==> config.mk <==
export PLATFORM = sky130hd
export DESIGN_NAME = gp_register_file_flat
export DESIGN_NICKNAME = d
export VERILOG_FILES = /design/src/rtl/gp_register_file_if.sv /design/src/rtl/gp_register_file.sv /design/src/flat_wrapper.sv
export SDC_FILE = /design/constraint.sdc
export NUM_CORES = 1
export LEC_CHECK = 0
export BUFFER_PORTS_ARGS = -buffer_cell sky130_fd_sc_hd__buf_4
export CORE_MARGIN = 2
export CORE_UTILIZATION = 47
export DETAILED_ROUTE_END_ITERATION = 10
export PLACE_DENSITY = 0.72
export SKIP_LAST_GASP = 1
export SLEW_MARGIN = 25
export SYNTH_ARGS = -nofsm -noshare
export SYNTH_HDL_FRONTEND = slang
export SYNTH_SLANG_ARGS = --single-unit
==> constraint.sdc <==
create_clock -name clk -period 1.7 [get_ports clk]
set_input_delay 0.17 -clock clk [delete_from_list [all_inputs] [get_ports clk]]
set_output_delay 0.17 -clock clk [all_outputs]
set_load 0.05 [all_outputs]
==> src/rtl/gp_register_file_if.sv <==
// Bus bundle between the control side (decode/ALU/memory) and gp_register_file.
// The register file takes the slave view; whoever drives writes, reads and loads takes master.
interface gp_register_file_if #(
    parameter int DATA_W   = 16,
    parameter int NUM_REGS = 4,
    parameter int ADDR_W   = 4
);
    logic                wr_en;
    logic [ADDR_W-1:0]   wr_addr;
    logic [DATA_W-1:0]   wr_data;
    logic [ADDR_W-1:0]   rd_addr_a;
    logic [DATA_W-1:0]   rd_data_a;
    logic [ADDR_W-1:0]   rd_addr_b;
    logic [DATA_W-1:0]   rd_data_b;
    logic                acc_alu_we;
    logic [DATA_W-1:0]   acc_alu_data;
    logic                acc_mem_we;
    logic [DATA_W-1:0]   acc_mem_data;
    logic [DATA_W-1:0]   acc_out;
    logic                acc_zero;
    logic                acc_neg;
    logic                rsv_en;
    logic [ADDR_W-1:0]   rsv_addr;
    logic [NUM_REGS-1:0] busy;
    logic                acc_conflict;

    modport master (
        output wr_en, wr_addr, wr_data, rd_addr_a, rd_addr_b,
               acc_alu_we, acc_alu_data, acc_mem_we, acc_mem_data,
               rsv_en, rsv_addr,
        input  rd_data_a, rd_data_b, acc_out, acc_zero, acc_neg, busy, acc_conflict
    );

    modport slave (
        input  wr_en, wr_addr, wr_data, rd_addr_a, rd_addr_b,
               acc_alu_we, acc_alu_data, acc_mem_we, acc_mem_data,
               rsv_en, rsv_addr,
        output rd_data_a, rd_data_b, acc_out, acc_zero, acc_neg, busy, acc_conflict
    );
endinterface

==> src/rtl/gp_register_file.sv <==
// General-purpose register file with two combinational read ports, one write port,
// an accumulator fed by ALU or memory, and a per-register load-pending scoreboard.
module gp_register_file #(
    parameter int DATA_W   = 16,
    parameter int NUM_REGS = 4,
    parameter int ADDR_W   = 4,
    parameter int BYPASS   = 1
) (
    input logic clk,
    input logic rst,
    gp_register_file_if.slave bus
);

    logic [DATA_W-1:0]   regs [NUM_REGS];
    logic [DATA_W-1:0]   acc;
    logic [NUM_REGS-1:0] busy_q;
    logic                conflict_q;
    logic [DATA_W-1:0]   rd_a;
    logic [DATA_W-1:0]   rd_b;

    // Address matching by loop means out-of-range addresses simply hit nothing.
    always_ff @(posedge clk) begin
        if (rst) begin
            for (int i = 0; i < NUM_REGS; i++) begin
                regs[i] <= '0;
            end
            acc        <= '0;
            busy_q     <= '0;
            conflict_q <= 1'b0;
        end else begin
            for (int i = 0; i < NUM_REGS; i++) begin
                if (bus.wr_en && bus.wr_addr == ADDR_W'(i)) begin
                    regs[i] <= bus.wr_data;
                end
                // A new reservation outranks the write that would retire it.
                if (bus.rsv_en && bus.rsv_addr == ADDR_W'(i)) begin
                    busy_q[i] <= 1'b1;
                end else if (bus.wr_en && bus.wr_addr == ADDR_W'(i)) begin
                    busy_q[i] <= 1'b0;
                end
            end
            if (bus.acc_alu_we) begin
                acc <= bus.acc_alu_data;
            end else if (bus.acc_mem_we) begin
                acc <= bus.acc_mem_data;
            end
            conflict_q <= bus.acc_alu_we & bus.acc_mem_we;
        end
    end

    always_comb begin
        rd_a = '0;
        rd_b = '0;
        for (int i = 0; i < NUM_REGS; i++) begin
            if (bus.rd_addr_a == ADDR_W'(i)) begin
                rd_a = (BYPASS != 0 && bus.wr_en && bus.wr_addr == ADDR_W'(i))
                       ? bus.wr_data : regs[i];
            end
            if (bus.rd_addr_b == ADDR_W'(i)) begin
                rd_b = (BYPASS != 0 && bus.wr_en && bus.wr_addr == ADDR_W'(i))
                       ? bus.wr_data : regs[i];
            end
        end
    end

    assign bus.rd_data_a    = rd_a;
    assign bus.rd_data_b    = rd_b;
    assign bus.acc_out      = acc;
    assign bus.acc_zero     = (acc == '0);
    assign bus.acc_neg      = acc[DATA_W-1];
    assign bus.busy         = busy_q;
    assign bus.acc_conflict = conflict_q;

endmodule
==> src/flat_wrapper.sv <==
// flat-port wrapper written by rule: the top's interface ports become plain ports
module gp_register_file_flat 
#(
    parameter int DATA_W   = 16,
    parameter int NUM_REGS = 4,
    parameter int ADDR_W   = 4,
    parameter int BYPASS   = 1
)
  (clk, rst, bus_wr_en, bus_wr_addr, bus_wr_data, bus_rd_addr_a, bus_rd_addr_b, bus_acc_alu_we, bus_acc_alu_data, bus_acc_mem_we, bus_acc_mem_data, bus_rsv_en, bus_rsv_addr, bus_rd_data_a, bus_rd_data_b, bus_acc_out, bus_acc_zero, bus_acc_neg, bus_busy, bus_acc_conflict);
  gp_register_file_if #(.DATA_W(DATA_W), .NUM_REGS(NUM_REGS), .ADDR_W(ADDR_W)) bus_i ();
  input logic clk;
  input logic rst;
  input wire logic [$bits(bus_i.wr_en)-1:0] bus_wr_en;
  input wire logic [$bits(bus_i.wr_addr)-1:0] bus_wr_addr;
  input wire logic [$bits(bus_i.wr_data)-1:0] bus_wr_data;
  input wire logic [$bits(bus_i.rd_addr_a)-1:0] bus_rd_addr_a;
  input wire logic [$bits(bus_i.rd_addr_b)-1:0] bus_rd_addr_b;
  input wire logic [$bits(bus_i.acc_alu_we)-1:0] bus_acc_alu_we;
  input wire logic [$bits(bus_i.acc_alu_data)-1:0] bus_acc_alu_data;
  input wire logic [$bits(bus_i.acc_mem_we)-1:0] bus_acc_mem_we;
  input wire logic [$bits(bus_i.acc_mem_data)-1:0] bus_acc_mem_data;
  input wire logic [$bits(bus_i.rsv_en)-1:0] bus_rsv_en;
  input wire logic [$bits(bus_i.rsv_addr)-1:0] bus_rsv_addr;
  output wire logic [$bits(bus_i.rd_data_a)-1:0] bus_rd_data_a;
  output wire logic [$bits(bus_i.rd_data_b)-1:0] bus_rd_data_b;
  output wire logic [$bits(bus_i.acc_out)-1:0] bus_acc_out;
  output wire logic [$bits(bus_i.acc_zero)-1:0] bus_acc_zero;
  output wire logic [$bits(bus_i.acc_neg)-1:0] bus_acc_neg;
  output wire logic [$bits(bus_i.busy)-1:0] bus_busy;
  output wire logic [$bits(bus_i.acc_conflict)-1:0] bus_acc_conflict;
  assign bus_i.wr_en = bus_wr_en;
  assign bus_i.wr_addr = bus_wr_addr;
  assign bus_i.wr_data = bus_wr_data;
  assign bus_i.rd_addr_a = bus_rd_addr_a;
  assign bus_i.rd_addr_b = bus_rd_addr_b;
  assign bus_i.acc_alu_we = bus_acc_alu_we;
  assign bus_i.acc_alu_data = bus_acc_alu_data;
  assign bus_i.acc_mem_we = bus_acc_mem_we;
  assign bus_i.acc_mem_data = bus_acc_mem_data;
  assign bus_i.rsv_en = bus_rsv_en;
  assign bus_i.rsv_addr = bus_rsv_addr;
  assign bus_rd_data_a = bus_i.rd_data_a;
  assign bus_rd_data_b = bus_i.rd_data_b;
  assign bus_acc_out = bus_i.acc_out;
  assign bus_acc_zero = bus_i.acc_zero;
  assign bus_acc_neg = bus_i.acc_neg;
  assign bus_busy = bus_i.busy;
  assign bus_acc_conflict = bus_i.acc_conflict;
  gp_register_file #(.DATA_W(DATA_W), .NUM_REGS(NUM_REGS), .ADDR_W(ADDR_W), .BYPASS(BYPASS)) u_core (.clk(clk), .rst(rst), .bus(bus_i));
endmodule
==> flow_summary.toml <==
[pwr]
power_switching_uw = 1630
p_int_uw = 3730
clkPwrFrac = 0.279
power_leakage_uw = 0.00324
ir_worst_vdd_mv = 0.405
powerDensity_nw_per_um2 = 697
finalPower_uw = 5350
sequentialPowerShare = 0.454
p_sw_frac = 0.304
combPwrFrac = 0.267

[min_path]
hold_path_depth = 3
hold_class = "in -> reg"

[job]
drv_cap = 0

[sta]
relSlewSlack = 0.440
worst_slew_pin_slew_ps = 836
hold_viol_final = 0
fmax_ghz = 0.497
timing.final.crit_share = 1.18
report.final.slew_viol_count = 0
fin_crit_ps = 2010
rsz0062_at_grt = "yes"
finalWorstSetupSlack_ps = -313
skew_ps = 0
finalSetupViolCount = 32

[logic_synthesis]
synth_area_leaders = "edfxtp_1, mux2i_1, dfxtp_1, and2_1, nand2_1"
synth_top_cell_area_share = 0.382
synth_area_per_cell_um2 = 9.67
yosysWarningCount = 0
synth_nets = 591
ys_seq_elements = 85
synth_top_area_cell = "edfxtp_1"
synth_cell_types = 39
syn_area_um2 = 5040
syn_inst = 521
ys_seq_area_frac = 0.465

[floorplan]
core_area_um2 = 10400
num_io_pins = 125
rows = 37
dieWidth_um = 108
initial_core_util = 0.486
die_area_um2 = 11600
die_y_um = 108

[placement]
gp_congestion = 0.904
port_buffers = 124
dp_hpwl_um = 11300
place_inst = 822
placed_area_um2 = 6910

[layout]
area_delta_synth_final_pct = 52.6
n_fill_cell = 710
antenna_cells = 0
multi_input_area_um2 = 3070
layout_commonest_cell = "buf_4"
final_cell_area_um2 = 7690
drive_gt1_frac = 0.415
fin_cells = 842
fin_nets = 771
regArea_um2 = 2340
layout_common_cells = "buf_4, nand2_1, and2_1, edfxtp_1, nor2_1"

[clock_network]
cts_tree = "done"
cts_root_buf = "clkbuf_8"
cts-buffers-inserted = 9
path_clk_slew_ps = 80
cts_max_level = 3
cts_hold_buffers = 0
cts_sinks = 85
clk-insertion-delay-late_ps = 360
ctsLongestPathBuffers = 2

[worst_setup_path]
rr_worst_depth = 4
critical_path_class = "in -> out"
cp-end-kind = "primary output"
required_ps = 1530
cp_data_arrival_time_ps = 1840
crit_path_start_kind = "input pin"
max_stage_delay_ps = 450
slowest_stage = "or3b_4"
cp_max_fo = 11
path_cells = "buf_4, or3b_4, o21ai_4, buf_12, o22ai_1, or3_1, o221ai_2, buf_6"

[detailed_routing]
drt_first_pass_iters = 5
drt-total-wl_um = 16500
postRouteAntennaNets = 0
drt_iter0_drc = 456
vias = 4923
wire_per_inst_um = 19.6
vias_per_cell = 5.85
route.detailed.drc = 0

[global_route]
grt_max_degree = 34
globalRouteOverflowTotal = 0
grt_pass1_vias = 4938
grt_pass1_wl_um = 25400
grt_usage = 0.287
antenna_found_initial = 0

[outcome]
violations = "negative setup slack"
status = "complete, but fails checks"
## per-layer routing
metal / GRT usage / part of all wire / vias up
met2: 0.491 / 0.51 / 273
met4: 0.137 / 0.029 / 0
met5: 0 / 0 / -
li1: - / - / 2263
met3: 0.0424 / 0.076 / 47
met1: 0.355 / 0.39 / 2340
## critical path: cells and delay by family
kind | cells | cell delay, ps
AND/OR/NAND/NOR | 2 | 820
AO/OA/AOI/OAI | 3 | 390
buffers and inverters | 3 | 450
## through the flow
step           setup TNS, ps   util  setup WS [ps]  hold slack (ps)
2_1_floorplan          -1080      -           -112              309
3_3_place_gp          -22800  0.667           -438              400
3_5_place_dp          -24910  0.667           -385              404
4_1_cts                -6850  0.723           -316             31.2
5_1_grt                -8750  0.741           -352             38.6
6_report               -7650  0.741           -313             41.0
## worst paths after layout
kind	startpoint	to	slack, ps
hold / removal	bus_acc_alu_data[8]	u_core.bus.acc_out[8]	40
hold reg to reg	u_core.bus.busy[3]	u_core.bus.busy[3]	470
setup / recovery	bus_wr_addr[1]	bus_rd_data_a[11]	-310
setup reg to reg	u_core.bus.acc_out[1]	u_core.bus.acc_out[1]	810
## state kept, by name, summed over array words and instances, names as in the netlist
name	flops
u_core.bus.acc_out	16
u_core.bus.busy	4
u_core.regs	64
u_core.bus.acc_conflict	1
## power groups by stage
stage / combinational [µW] / sequential [µW] / clock (µW)
6_report: 1430 / 2430 / 1490
5_1_grt: 1500 / 2440 / 1580
4_1_cts: 1380 / 2420 / 1500
3_5_place_dp: 1280 / 2460 / 0
3_3_place_gp: 1260 / 2450 / 0
2_1_floorplan: 637 / 2530 / 0
## area by class of cell
type	instances	area share
well taps	136	0.0221
repair buffers	204	0.246
clock inverters	2	0.00163
clock buffers	14	0.0254
flip-flops and latches	85	0.305
multi-input cells	400	0.399
inverters	1	0.000488
## cells by family after synthesis
group                     after synthesis  synth area share
and+or+nand+nor                       248             0.245
buffers and inverters                  36            0.0315
AOI/OAI and AO/OA                      84             0.121
muxes                                  67             0.136
xor gates and xnor gates                1           0.00174
DFF                                    85             0.465
## timing repair
action,CTS,global route
resized for setup,83,29
endpoints found under the setup margin,34,49
cloned,0,1
pin swaps,9,2
setup buffers,3,0
## cell usage after synthesis
cell type,instances
and4_1,1
nand3_1,18
mux2_2,1
a21oi_1,19
o22ai_1,15
and3b_1,1
buf_1,1
inv_1,1
nor3_1,3
xnor2_1,1
nand2b_1,5
o22a_1,1
nor3b_1,3
nor2_8,1
o21ai_2,1
mux2i_1,65
and2_1,64
o211a_1,15
nor2_1,60
o21ai_4,1
buf_6,1
or2_2,1
o21ai_0,1
or3_1,15
o221ai_1,15
nand2_1,68
a22oi_1,1
nand2_2,1
a31oi_1,15
mux4_2,1
clkbuf_1,24
buf_2,7
or3b_4,1
nor2b_1,1
nor4_1,4
dfxtp_1,21
buf_4,2
nand4_1,1
edfxtp_1,64
(Power assumes the default switching activity.)
